**src/rtl/demo_stage_pkg.sv**
```systemverilog
// ---------------------------------------------------------------------------
// demo_stage_pkg
// Shared definitions for the demo_stage_xfer datapath stage.
//   RES_*     : bit positions inside the 4-bit status code (result_t)
//   STATS_W   : width of the optional beat statistics counters
//   max_int   : elaboration-time helper for sizing intermediate vectors
// ---------------------------------------------------------------------------
package demo_stage_pkg;

   localparam int RES_WRAP  = 0;
   localparam int RES_TRUNC = 1;
   localparam int RES_PAR   = 2;
   localparam int RES_DROP  = 3;

   localparam int STATS_W = 16;

   typedef logic [3:0] result_t;

   function automatic int max_int(input int a, input int b);
      return (a > b) ? a : b;
   endfunction

endpackage

```
**src/rtl/demo_stage_fifo.sv**
```systemverilog
// ---------------------------------------------------------------------------
// demo_stage_fifo
// Synchronous FIFO, DEPTH entries (power of 2, >= 2), WIDTH bits per entry.
// A push is accepted when not full, or when full and a pop happens in the
// same cycle (the freed slot is reused, count unchanged). A pop on empty is
// ignored. rd_data always shows the head entry (valid when !empty).
// Ports:
//   clk, rst_n         clock, synchronous active-low reset (pointers/count)
//   push, wr_data      write request and data
//   pop                read request (advances head)
//   rd_data            head entry
//   full, empty, count occupancy status
// ---------------------------------------------------------------------------
module demo_stage_fifo #(
   parameter int WIDTH = 8,
   parameter int DEPTH = 4
) (
   input  logic                     clk,
   input  logic                     rst_n,
   input  logic                     push,
   input  logic [WIDTH-1:0]         wr_data,
   input  logic                     pop,
   output logic [WIDTH-1:0]         rd_data,
   output logic                     full,
   output logic                     empty,
   output logic [$clog2(DEPTH):0]   count
);

   localparam int PTR_W = $clog2(DEPTH);
   localparam int CNT_W = PTR_W + 1;

   logic [WIDTH-1:0] mem [DEPTH];
   logic [PTR_W-1:0] wr_ptr;
   logic [PTR_W-1:0] rd_ptr;
   logic             do_push;
   logic             do_pop;

   assign do_pop  = pop && !empty;
   assign do_push = push && (!full || do_pop);

   // DEPTH is a power of 2, so the pointers wrap by plain overflow.
   always_ff @(posedge clk) begin
      if (!rst_n) begin
         wr_ptr <= '0;
         rd_ptr <= '0;
         count  <= '0;
      end else begin
         if (do_push) wr_ptr <= wr_ptr + PTR_W'(1);
         if (do_pop)  rd_ptr <= rd_ptr + PTR_W'(1);
         case ({do_push, do_pop})
            2'b10:   count <= count + CNT_W'(1);
            2'b01:   count <= count - CNT_W'(1);
            default: count <= count;
         endcase
      end
   end

   // Storage needs no reset: entries are only read after being written.
   always_ff @(posedge clk) begin
      if (do_push) mem[wr_ptr] <= wr_data;
   end

   assign rd_data = mem[rd_ptr];
   assign full    = (count == CNT_W'(DEPTH));
   assign empty   = (count == '0);

endmodule

```
**src/rtl/demo_stage_xfer.sv**
```systemverilog
// ---------------------------------------------------------------------------
// demo_stage_xfer
// Datapath stage on the demo bus: remaps the address (zero-extend + offset),
// resizes the data, builds a 4-bit status code, and buffers beats in a FIFO
// so a throttled output (at least OUT_GAP idle cycles between vld_o pulses)
// can absorb input bursts. Beats arriving to a full FIFO are dropped and a
// sticky drop flag is reported on the next emitted beat.
//
// Handshake: vld_i qualifies addr_i/data_i for one cycle, with no
// backpressure -- a beat is either accepted or dropped. vld_o is a
// single-cycle pulse per emitted beat; addr_o/data_o/result hold their last
// values while vld_o is low.
//
// Ports:
//   clk, rst_n               clock, synchronous active-low reset
//   vld_i, addr_i, data_i    input beat
//   vld_o, addr_o, data_o    output beat (registered)
//   result                   status: [0] wrap [1] trunc [2] parity [3] drop
// Optional (macro DEMO_STAGE_XFER_STATS_EN):
//   acc_cnt, drop_cnt        saturating counts of emitted / dropped beats
// ---------------------------------------------------------------------------
module demo_stage_xfer
   import demo_stage_pkg::*;
#(
   parameter int                    ADDR_I_WIDTH = 8,
   parameter int                    DATA_I_WIDTH = 16,
   parameter int                    ADDR_O_WIDTH = 8,
   parameter int                    DATA_O_WIDTH = 16,
   parameter logic [ADDR_O_WIDTH-1:0] ADDR_OFFSET = '0,
   parameter int                    FIFO_DEPTH   = 4,
   parameter int                    OUT_GAP      = 0
) (
   input  logic                     clk,
   input  logic                     rst_n,
   input  logic                     vld_i,
   input  logic [ADDR_I_WIDTH-1:0]  addr_i,
   input  logic [DATA_I_WIDTH-1:0]  data_i,
   output logic                     vld_o,
   output logic [ADDR_O_WIDTH-1:0]  addr_o,
   output logic [DATA_O_WIDTH-1:0]  data_o,
   output result_t                  result
`ifdef DEMO_STAGE_XFER_STATS_EN
   ,
   output logic [STATS_W-1:0]       acc_cnt,
   output logic [STATS_W-1:0]       drop_cnt
`endif
);

   localparam int AW       = max_int(ADDR_I_WIDTH, ADDR_O_WIDTH) + 1;
   localparam int DW       = max_int(DATA_I_WIDTH, DATA_O_WIDTH);
   // Beat layout: {par, trunc, wrap, data, addr}; flag bits line up with RES_*.
   localparam int FLAG_LSB = ADDR_O_WIDTH + DATA_O_WIDTH;
   localparam int BEAT_W   = FLAG_LSB + 3;
   localparam int GAP_W    = (OUT_GAP > 0) ? $clog2(OUT_GAP + 1) : 1;

   // ---------------- stage 1: transform and register ----------------
   logic [AW-1:0]     a_sum;
   logic [DW-1:0]     d_ext;
   logic [BEAT_W-1:0] beat_in;
   logic              s1_vld;
   logic [BEAT_W-1:0] s1_beat;

   assign a_sum = AW'(addr_i) + AW'(ADDR_OFFSET);
   assign d_ext = DW'(data_i);

   always_comb begin
      beat_in = '0;
      beat_in[ADDR_O_WIDTH-1:0]            = a_sum[ADDR_O_WIDTH-1:0];
      beat_in[ADDR_O_WIDTH +: DATA_O_WIDTH] = DATA_O_WIDTH'(data_i);
      // Anything left after shifting out the kept bits was lost.
      beat_in[FLAG_LSB + RES_WRAP]          = |(a_sum >> ADDR_O_WIDTH);
      beat_in[FLAG_LSB + RES_TRUNC]         = |(d_ext >> DATA_O_WIDTH);
      beat_in[FLAG_LSB + RES_PAR]           = ^data_i;
   end

   always_ff @(posedge clk) begin
      if (!rst_n) begin
         s1_vld  <= 1'b0;
         s1_beat <= '0;
      end else begin
         s1_vld  <= vld_i;
         s1_beat <= beat_in;
      end
   end

   // ---------------- stage 2: buffer, throttle, emit ----------------
   logic [GAP_W-1:0]          gap_cnt;
   logic                      drop_flag;
   logic                      permit;
   logic                      pop;
   logic                      bypass;
   logic                      push;
   logic                      drop;
   logic                      emit;
   logic [BEAT_W-1:0]         emit_beat;
   result_t                   emit_res;
   logic [BEAT_W-1:0]         fifo_rd_data;
   logic                      fifo_full;
   logic                      fifo_empty;
   logic [$clog2(FIFO_DEPTH):0] fifo_count;
   logic                      unused_fifo_count;

   // Occupancy is not needed here; full/empty cover every decision.
   assign unused_fifo_count = ^fifo_count;

   // Buffered beats go first so arrival order is preserved; a new beat
   // bypasses the FIFO only when nothing older is waiting.
   assign permit    = (gap_cnt == '0);
   assign pop       = permit && !fifo_empty;
   assign bypass    = permit && fifo_empty && s1_vld;
   assign push      = s1_vld && !bypass;
   assign drop      = push && fifo_full && !pop;
   assign emit      = pop || bypass;
   assign emit_beat = pop ? fifo_rd_data : s1_beat;

   always_comb begin
      emit_res            = '0;
      emit_res[RES_WRAP]  = emit_beat[FLAG_LSB + RES_WRAP];
      emit_res[RES_TRUNC] = emit_beat[FLAG_LSB + RES_TRUNC];
      emit_res[RES_PAR]   = emit_beat[FLAG_LSB + RES_PAR];
      emit_res[RES_DROP]  = drop_flag;   // value before this cycle's update
   end

   demo_stage_fifo #(
      .WIDTH (BEAT_W),
      .DEPTH (FIFO_DEPTH)
   ) u_fifo (
      .clk     (clk),
      .rst_n   (rst_n),
      .push    (push),
      .wr_data (s1_beat),
      .pop     (pop),
      .rd_data (fifo_rd_data),
      .full    (fifo_full),
      .empty   (fifo_empty),
      .count   (fifo_count)
   );

   always_ff @(posedge clk) begin
      if (!rst_n) begin
         vld_o     <= 1'b0;
         addr_o    <= '0;
         data_o    <= '0;
         result    <= '0;
         gap_cnt   <= '0;
         drop_flag <= 1'b0;
      end else begin
         vld_o <= emit;
         if (emit) begin
            addr_o <= emit_beat[ADDR_O_WIDTH-1:0];
            data_o <= emit_beat[ADDR_O_WIDTH +: DATA_O_WIDTH];
            result <= emit_res;
         end
         // Loaded together with vld_o, so the pulse cycle counts as busy and
         // OUT_GAP idle cycles follow before the next permit.
         if (emit)
            gap_cnt <= GAP_W'(OUT_GAP);
         else if (gap_cnt != '0)
            gap_cnt <= gap_cnt - GAP_W'(1);
         // A drop wins over the clear so a coinciding drop is not lost.
         if (drop)
            drop_flag <= 1'b1;
         else if (emit)
            drop_flag <= 1'b0;
      end
   end

`ifdef DEMO_STAGE_XFER_STATS_EN
   always_ff @(posedge clk) begin
      if (!rst_n) begin
         acc_cnt  <= '0;
         drop_cnt <= '0;
      end else begin
         if (emit && (acc_cnt != '1))  acc_cnt  <= acc_cnt + STATS_W'(1);
         if (drop && (drop_cnt != '1)) drop_cnt <= drop_cnt + STATS_W'(1);
      end
   end
`endif

endmodule

```
**config.mk**
```make
export PLATFORM = sky130hd
export DESIGN_NAME = demo_stage_xfer
export DESIGN_NICKNAME = d
export VERILOG_FILES = /design/src/rtl/demo_stage_pkg.sv /design/src/rtl/demo_stage_fifo.sv /design/src/rtl/demo_stage_xfer.sv
export SDC_FILE = /design/constraint.sdc
export NUM_CORES = 1
export LEC_CHECK = 0
export ABC_AREA = 1
export ABC_CLOCK_PERIOD_IN_PS = 2550
export CORE_UTILIZATION = 38
export CTS_BUF_LIST = sky130_fd_sc_hd__clkbuf_2 sky130_fd_sc_hd__clkbuf_4 sky130_fd_sc_hd__clkbuf_8
export CTS_CLUSTER_SIZE = 16
export DETAILED_ROUTE_END_ITERATION = 10
export GPL_TIMING_DRIVEN = 0
export MAX_ROUTING_LAYER = met4
export SKIP_LAST_GASP = 1
export SYNTH_ARGS = -nofsm -noshare
export SYNTH_HDL_FRONTEND = slang
export SYNTH_SLANG_ARGS = --single-unit
```
**constraint.sdc**
```tcl
create_clock -name clk -period 2.55 [get_ports clk]
set_input_delay 0.3825 -clock clk [delete_from_list [all_inputs] [get_ports clk]]
set_output_delay 0.3825 -clock clk [all_outputs]
set_load 0.03 [all_outputs]
```
After elaboration in Yosys (flattened, before gate mapping)
Memory sizes are Yosys's and may differ from the RTL's. A register that Yosys moved wholly into a read port is not among the register bits.
Index checks and enable logic that the tools add are counted.
{"block": "word_totals", "latchBits": 0, "mem_bits_ro": 0, "memories": 1, "reg_bits": 66, "word_cells": 50, "input_bits": 27, "mem_bits_rw": 108, "output_inout_bits": 29}
{"name": "u_fifo.mem", "words": 4, "width": 27, "read_ports": 1, "rd_ports_with_merged_regs": 1, "write_ports": 1, "line_no": "demo_stage_fifo.sv:32", "source": "logic [WIDTH-1:0] mem [DEPTH];"}
{"block": "op_classes", "n_eq_ne": 3, "multipliers": 0, "mux": 8, "add_sub_neg": 5, "div": 0, "bitwise_logic": 2, "reduce_logical": 19, "n_shift": 0, "n_lt_le_gt_ge": 0}
{"op": "$mux 27", "count": 1}
{"op": "$reduce_xor 16->1", "count": 1}
{"op": "$logic_and 1x1->1", "count": 8}
{"op": "$pmux 3 s2", "count": 1}
{"op": "$add 2x1->2 const B", "count": 2}
{"op": "$logic_not 1->1", "count": 4}
{"op": "$mux 1", "count": 4}
{"op": "$mux 2", "count": 2}
{"op": "$reduce_bool 2->1", "count": 2}
{"op": "$add 3x1->3 const B", "count": 1}
{"op": "$eq 3x3->1 const B", "count": 1}
{"op": "$logic_not 3->1", "count": 1}
{"op": "$reduce_or 3->1", "count": 1}
{"op": "$sub 3x1->3 const B", "count": 1}
{"op": "$eq 2x1->1 const B", "count": 1}
{"op": "$eq 2x2->1 const B", "count": 1}
{"op": "$logic_or 1x1->1", "count": 2}
{"op": "$not 1->1", "count": 2}
{"op": "$sub 1x1->1 const B", "count": 1}

Depth between registers and ports, before layout
Gate-level depths: netlist of the first run.
{"block": "logic_depth", "depth_word": 8, "mapped_depth": 12, "depth_no_buf": 11}

Modules after synthesis
Synthesis of the first run repeated with hierarchy kept, for this count alone.
{"block": "hier_totals", "cells_unflattened": 667, "hier_area_um2": 6891.6}
{"mod": "demo_stage_fifo", "n_inst": 1, "seq_area_each_um2": 3423.3, "area_per_inst_um2": 4454.3, "cells_per_inst": 324}
{"mod": "demo_stage_xfer", "n_inst": 1, "seq_area_each_um2": 1141.1, "area_per_inst_um2": 2437.3, "cells_per_inst": 343}

Worst setup path before layout of the first run
OpenSTA, ideal clock, no wires.
{"block": "synth_timing", "kind": "register -> register", "start": "register u_fifo.count[0]", "end": "memory u_fifo.mem[0][0] in the netlist's numbering (enable)", "stages_incl_launch_ff": 5, "arrival_time_ns": 1.805, "setup_ns": 0.407, "period_less_slack_ns": 2.212, "required_time_ns": 2.143, "setup_slack_ns": 0.338, "path_buffers": 0, "cell_sequence": "dfxtp_1 nor2_2 nand3_1 nand3_1 nor2_1"}
{"block": "synth_between", "elab_chain_cells": 8, "elab_cells_between_ends": 14, "cone_classes": "eq/ne (1); mux (2); reduce/logical (11)"}
{"element": "from (decl)", "line_no": "demo_stage_fifo.sv:26", "source": "output logic [$clog2(DEPTH):0] count"}
{"element": "from (signal assigned)", "line_no": "demo_stage_fifo.sv:51", "source": "2'b10: count <= count + CNT_W'(1);"}
{"element": "from (signal assigned)", "line_no": "demo_stage_fifo.sv:52", "source": "2'b01: count <= count - CNT_W'(1);"}
{"element": "from (signal assigned)", "line_no": "demo_stage_fifo.sv:53", "source": "default: count <= count;"}
{"element": "$logic_not 3->1", "line_no": "demo_stage_fifo.sv:65", "source": "assign empty = (count == '0);"}
{"element": "$logic_and 1x1->1 or $logic_not 1->1 (tied branches)", "line_no": "demo_stage_xfer.sv:110, demo_stage_fifo.sv:38, demo_stage_xfer.sv:109"}
{"element": "$logic_and 1x1->1 (on tied branches)", "line_no": "demo_stage_xfer.sv:110, demo_stage_xfer.sv:109"}
{"element": "$logic_not 1->1 or $logic_and 1x1->1 (tied branches)", "line_no": "demo_stage_xfer.sv:111, demo_stage_fifo.sv:38"}
{"element": "$logic_and 1x1->1 or $logic_or 1x1->1 (tied branches)", "line_no": "demo_stage_xfer.sv:111, demo_stage_fifo.sv:39"}
{"element": "$logic_and 1x1->1 (*)", "line_no": "demo_stage_fifo.sv:39", "source": "assign do_push = push && (!full || do_pop);"}
{"element": "$mux 1 (*)", "line_no": "demo_stage_fifo.sv:60", "source": "if (do_push) mem[wr_ptr] <= wr_data;"}
{"element": "$mux 1 (implied by the code) (*)", "line_no": "demo_stage_fifo.sv:60"}
{"element": "to (decl)", "line_no": "demo_stage_fifo.sv:32"}
Mark *: on every way between the ends. The rest lies on a longest branch, timed or not.

Worst setup path in the final report of the first run
{"block": "layout_timing", "start": "register u_fifo.count[2]", "end": "register u_fifo.count[2]"}
{"block": "layout_between", "elab_chain_cells": 8, "elab_cells_between_ends": 18, "cone_classes": "add/sub (2); eq/ne (3); mux (1); reduce/logical (12)"}
{"element": "$logic_not 3->1 (*)", "line_no": "demo_stage_fifo.sv:65"}
{"element": "$logic_not 1->1 (*)", "line_no": "demo_stage_fifo.sv:38, demo_stage_xfer.sv:109"}
{"element": "$logic_and 1x1->1", "line_no": "demo_stage_xfer.sv:109", "source": "assign pop = permit && !fifo_empty;"}
{"element": "$logic_and 1x1->1 (*)", "line_no": "demo_stage_fifo.sv:38", "source": "assign do_pop = pop && !empty;"}
{"element": "named net u_fifo.do_pop", "line_no": "demo_stage_fifo.sv:36", "source": "logic do_pop;"}
{"element": "$logic_or 1x1->1", "line_no": "demo_stage_fifo.sv:39"}
{"element": "$logic_and 1x1->1", "line_no": "demo_stage_fifo.sv:39"}
{"element": "$eq 2x1->1 or $eq 2x2->1 (tied branches)", "line_no": "demo_stage_fifo.sv:50", "source": "case ({do_push, do_pop})"}
{"element": "$pmux 3 s2 or $reduce_bool 2->1 (tied branches)"}
Mark *: on every way through the listed nets, which the timed path passes. The rest lies on a longest branch.
A chain may end at the register's enable or synchronous reset.

==> results.cfg, run 1 <==
[run]
max_cap_viol_count = 0

[power]
combPwrFrac_pct = 28.6
power_frac_seq_pct = 43.2
power.switching_w = 0.00250
leakage_nw = 3.06
total_power_w = 0.00751
internal-power_w = 0.00501
p_clk_share_pct = 28.2
ir_worst_vdd_mv = 0.495
p_per_area_mw_per_mm2 = 973
p_sw_share_pct = 33.3

[floorplanning]
rows = 47
dieArea_sq_mm = 0.0174
initial_core_util_pct = 38.9
core_sq_mm = 0.0165
io-pin-count = 56
die_x_um = 132
die_h_um = 132

[sta]
slew_headroom_pct = 39.6
hold_violations = 0
fmax_mhz = 432
worst_slack_ps = 233
rsz0062_at_grt = false
slew_violations = 0
tightest_slew_ps = 903
setup_viol = 0
fin_crit_sh_pct = 90.9
fin_skew_ps = 7.11
hold_ws_ps = 440
finalCriticalPeriod_ps = 2320

[synth]
ys_ff_latch = 164
synth_commonest_cells = nand2_1 (126), edfxtp_1 (100), o21ai_0 (80)
synth_area_leader_cell = edfxtp_1
syn_inst = 632
yosysMostFrequentCell = nand2_1
synth_edf_count = 100
ys_types = 26
netlist_area_sq_mm = 0.00642
async_flop_share_pct = 0
synth_top_area_share_pct = 46.8
ys.flop_type = edfxtp_1
postSynthAreaPerCell_sq_um = 10.2
synth-seq-area-share_pct = 66.7
yosysWarnings = 0
synth_top_cells_by_area = edfxtp_1 (47%), dfxtp_1 (20%), nand2_1 (7.4%), o21ai_0 (6.2%), a21oi_1 (4.4%)

[global_route]
grt_usage_pct = 19.3
antenna_found_initial = 0
grt_pass1_vias = 4840
grt_pass1_wl_um = 24700
grt_max_degree = 26
grt_remaining_overflow = 0

[route]
drtAntennaViolNets = 0
drt_iter0_markers = 376
viasPerCell = 4.94
drc = 0
vias = 4634
dr.pass1.iters = 5
post_drt_wl_per_cell_um = 16.4
wl_um = 15400

[final_layout]
drive_above_1_share_pct = 8.22
diodes = 0
num-nets-final = 738
fin_area_sq_mm = 0.00772
area_growth_pct = 20.2

[placement]
routabilityCongestion = 0.739
io_buffer_count = 52
place_worst_setup_slack_ps = 165
dpl.hpwl_um = 9770
place_area_sq_mm = 0.00726

[cts]
cts_buffer_depth = 2
numCtsBuffers = 17
clk_latency_ps = 460
cts_sinks = 164
cts_tree = built
h-tree-depth = 4
cts.root.buffer_cell = clkbuf_8
hold_buffers = 0
post-cts-setup-buffers = 0
clk_pin_slew_ps = 80

[worst_setup_path]
path_class = flop to flop
crit_path_start_kind = flop
r2r_start = u_fifo.count[2]
critPathCaptureType = flop
crit_arrival_ps = 2660
startpoint = u_fifo.count[2]
cp.required_ps = 2900
cp_max_fo = 10

[min_path]
hold_class = input port to flop
hold_start = addr_i[1]

[run_status]
status = complete, no violations
## sequential cells by signal, summed over array words and instances (netlist names), named ones only
register / cells
drop_flag: 1
addr_o: 8
u_fifo.mem: 100
s1_beat: 25
s1_vld: 1
gap_cnt: 1
data_o: 16
u_fifo.rd_ptr: 2
u_fifo.count: 3
vld_o: 1
u_fifo.wr_ptr: 2
result: 2
## power by group through the flow
stage | combinational [W] | clock [W] | sequential, W
floorplan | 0.00110 | 0 | 0.00352
global placement | 0.00209 | 0 | 0.00330
detailed placement | 0.00215 | 0 | 0.00330
CTS | 0.00215 | 0.00215 | 0.00324
global route | 0.00235 | 0.00225 | 0.00327
finish | 0.00215 | 0.00212 | 0.00324
## through the flow
| step | setup TNS (ps) | cells | utilization, % |
|---|---|---|---|
| after global placement | -68960 | 906 | 43.7 |
| final | 0 | 938 | 46.7 |
| after global routing | 0 | 938 | 46.7 |
| after floorplan | 0 | 634 | - |
| after detailed placement | 0 | 906 | 43.9 |
| after CTS | 0 | 938 | 46.7 |
## final cells by class
cell class,instances,area (sq um)
inverters,61,229
flip-flops and latches,164,4280
multi-input cells,375,1770
clock inverters,9,148
well taps,220,275
fillers,1497,8800
repair buffers,52,520
plain buffers,34,180
clock buffers,23,310
## cell families (layout without fill, tap and decap cells)
family,after synthesis,in the layout,synth area share [%]
adders and majority gates,6,6,1.29
buffers and inverters,95,179,6.33
other,1,3,0.0584
AOI/OAI and AO/OA,169,169,13.9
and+or+nand+nor,197,197,11.7
DFF,164,164,66.7
## layer usage
metal / GRT usage [%] / vias to the layer above / part of all wire [%]
met5: - / - / 0
met4: 8.27 / 0 / 1.7
met3: 3.77 / 24 / 4.0
met2: 32.2 / 110 / 51
met1: 22.6 / 2222 / 44
li1: - / 2278 / -
## cells in the final DEF (no fill, tap or decap), drive strengths merged, types with 3 or more instances in the layout
| cell | n |
|---|---|
| conb | 3 |
| clkdlybuf4s50 | 52 |
| bufinv | 4 |
| dfxtp | 64 |
| buf | 11 |
| edfxtp | 100 |
| nor2 | 64 |
| a21oi | 59 |
| nand3 | 4 |
| nand2 | 127 |
| o22ai | 25 |
| clkinv | 4 |
| o21ai | 84 |
| ha | 5 |
| clkbuf | 46 |
| inv | 61 |
## worst paths after layout
path | to | slack (ps) | depth (start not counted)
worst max-delay path | u_fifo.count[2] | 230 | 12
worst min-delay path | s1_beat[1] | 440 | 3
worst max register to register | u_fifo.count[2] | 230 | 12
worst min register to register | drop_flag | 470 | 2
## timing repair
action | CTS | global route
gates resized for setup | 0 | 2
setup endpoints to repair | 0 | 1
endpoints found under the hold margin | 0 | 0
## critical path, stage by stage (launching register included)
cell and delay (ps):
dfxtp_1 350, inv_1 100, nand2_2 90, nand2_1 100, inv_2 180, clkbuf_4 280
ha_1 170, inv_1 70, fa_1 380, a21oi_1 150, o21ai_0 110, o21ai_0 170
a21oi_1 50
Power figures use the tool's default switching activity.
==> run 2: changes to the inputs <==
--- a/config.mk
+++ b/config.mk
@@ -17,3 +17,4 @@
 export SYNTH_ARGS = -nofsm -noshare
 export SYNTH_HDL_FRONTEND = slang
 export SYNTH_SLANG_ARGS = --single-unit
+export TNS_END_PERCENT = 50
==> results of run 2 <==
Final layout, timing and power as in run 1 (identical DEF).
==> run 3: changes to the inputs <==
--- a/config.mk
+++ b/config.mk
@@ -7,12 +7,13 @@
 export LEC_CHECK = 0
 export ABC_AREA = 1
 export ABC_CLOCK_PERIOD_IN_PS = 2550
-export CORE_UTILIZATION = 38
+export CORE_UTILIZATION = 55
 export CTS_BUF_LIST = sky130_fd_sc_hd__clkbuf_2 sky130_fd_sc_hd__clkbuf_4 sky130_fd_sc_hd__clkbuf_8
 export CTS_CLUSTER_SIZE = 16
 export DETAILED_ROUTE_END_ITERATION = 10
 export GPL_TIMING_DRIVEN = 0
 export MAX_ROUTING_LAYER = met4
+export PLACE_DENSITY = 0.77
 export SKIP_LAST_GASP = 1
 export SYNTH_ARGS = -nofsm -noshare
 export SYNTH_HDL_FRONTEND = slang
==> results.cfg, run 3 (same netlist as run 1, synthesis figures left out) <==
[global_route]
gr-max-usage-layer = met2
grt_usage_pct = 26.1
grt_max_degree = 26
grt_pass1_vias = 4422
grt_use_met2_pct = 43.2
use_met1_pct = 30.9
grt_pass1_wl_um = 21900
use_met3_pct = 5.35
antenna_found_initial = 0
grt_remaining_overflow = 0

[route]
viasPerCell = 5.46
drc = 0
post_drt_wl_per_cell_um = 16.7
drtAntennaViolNets = 0
wl_um = 14400
vias = 4704
dr.pass1.iters = 5
drt_iter0_markers = 383

[cts]
post-cts-setup-buffers = 0
cts.root.buffer_cell = clkbuf_8
cts_tree = built
h-tree-depth = 4
clk_pin_slew_ps = 90
clk_latency_ps = 450
hold_buffers = 0
numCtsBuffers = 17
cts_buffer_depth = 2
cts_sinks = 164
cts-resized-gates = 0

[sta]
final.setup.tns_ps = 0
fin_skew_ps = 13.8
hold_violations = 0
tightest_slew_ps = 885
finalCriticalPeriod_ps = 2360
rsz0062_at_grt = false
setup_viol = 0
fmax_mhz = 423
fin_crit_sh_pct = 92.7
slew_headroom_pct = 40.9
slew_violations = 0

[placement]
routabilityCongestion = 0.807
dpl.hpwl_um = 9040
place_area_sq_mm = 0.00718
io_buffer_count = 52

[final_layout]
layout_commonest_cell = nand2_1
layout_common_cells = nand2_1 (126), edfxtp_1 (100), o21ai_0 (79)
fin_area_sq_mm = 0.00764
largest_reg_flops = 100
area_growth_pct = 18.9
num-nets-final = 739
reg_top3 = u_fifo.mem (100), s1_beat (25), data_o (16)
top_register = u_fifo.mem
diodes = 0
drive_above_1_share_pct = 8.34
fill_cells = 880

[floorplanning]
die_x_um = 110
dieArea_sq_mm = 0.0121
io-pin-count = 56
initial_core_util_pct = 56.2
rows = 39
die_h_um = 110
core_sq_mm = 0.0114

[worst_setup_path]
cp_max_fo = 10
cpPeakStageDelay_ps = 370
cp.required_ps = 2870
crit_arrival_ps = 2690
cp_cell_sequence = inv_1, nand2_2, nand2_1, inv_2, buf_6, ha_1, inv_1, fa_1, a21oi_1, o21ai_0, o21ai_1, a21oi_1
crit_path_start_kind = flop
critPathSlowestCell = dfxtp_1
critPathCaptureType = flop
path_class = flop to flop

[power]
leakage_nw = 3.05
p_per_area_mw_per_mm2 = 970
ir_worst_vdd_mv = 0.698

[min_path]
hold_class = input port to flop

[run_status]
status = complete, no violations

[run]
max_cap_viol_count = 0
run 3: routing by layer:
layer  part of all wire (%)  vias up
met5                      0        -
met4                    1.8        0
met3                    6.6       27
met2                     51      180
met1                     41     2223
li1                       -     2274
run 3: worst max-delay path: cells and delay by family, from the launching register on:
kind            cells  cell delay (ps)
compound gates      4              580
buf+inv             4              560
fa+ha+maj           2              530
flops               1              370
simple gates        2              190
run 3: where the power goes:
group          leakage, nW  internal (W)  total [W]  switching [W]
Sequential            1.45       0.00309    0.00324       0.000148
Clock                0.220       0.00112    0.00203       0.000910
Combinational         1.38      0.000722    0.00214        0.00142
run 3: final timing paths:
| check | start | end | slack, ps | depth (start not counted) |
|---|---|---|---|---|
| max | u_fifo.count[2] | u_fifo.count[2] | 190 | 12 |
| min reg2reg | u_fifo.count[0] | u_fifo.count[0] | 500 | 1 |
| min | addr_i[2] | s1_beat[2] | 450 | 3 |
| max reg2reg | u_fifo.count[2] | u_fifo.count[2] | 190 | 12 |
run 3: through the flow:
| stage | util, % | setup WS (ps) | total power (W) | std cells | hold slack (ps) |
|---|---|---|---|---|---|
| 6_report | 66.9 | 187 | 0.00741 | 862 | 448 |
| 5_1_grt | 66.9 | 60.1 | 0.00775 | 862 | 434 |
| 4_1_cts | 66.8 | 16.3 | 0.00740 | 862 | 430 |
| 3_5_place_dp | 62.9 | 112 | 0.00540 | 830 | 477 |
| 3_3_place_gp | 62.4 | -589 | 0.00533 | 829 | 448 |
| 2_1_floorplan | - | 338 | 0.00461 | 634 | 433 |
run 3: layout make-up:
class	instances	area [sq um]	share of cell area, %
clock buffers	20	263	3.44
inverters	61	229	3.00
clock inverters	12	180	2.36
well taps	143	179	2.34
plain buffers	34	184	2.41
multi-input cells	375	1770	23.2
repair buffers	53	548	7.18
flip-flops and latches	164	4280	56.1
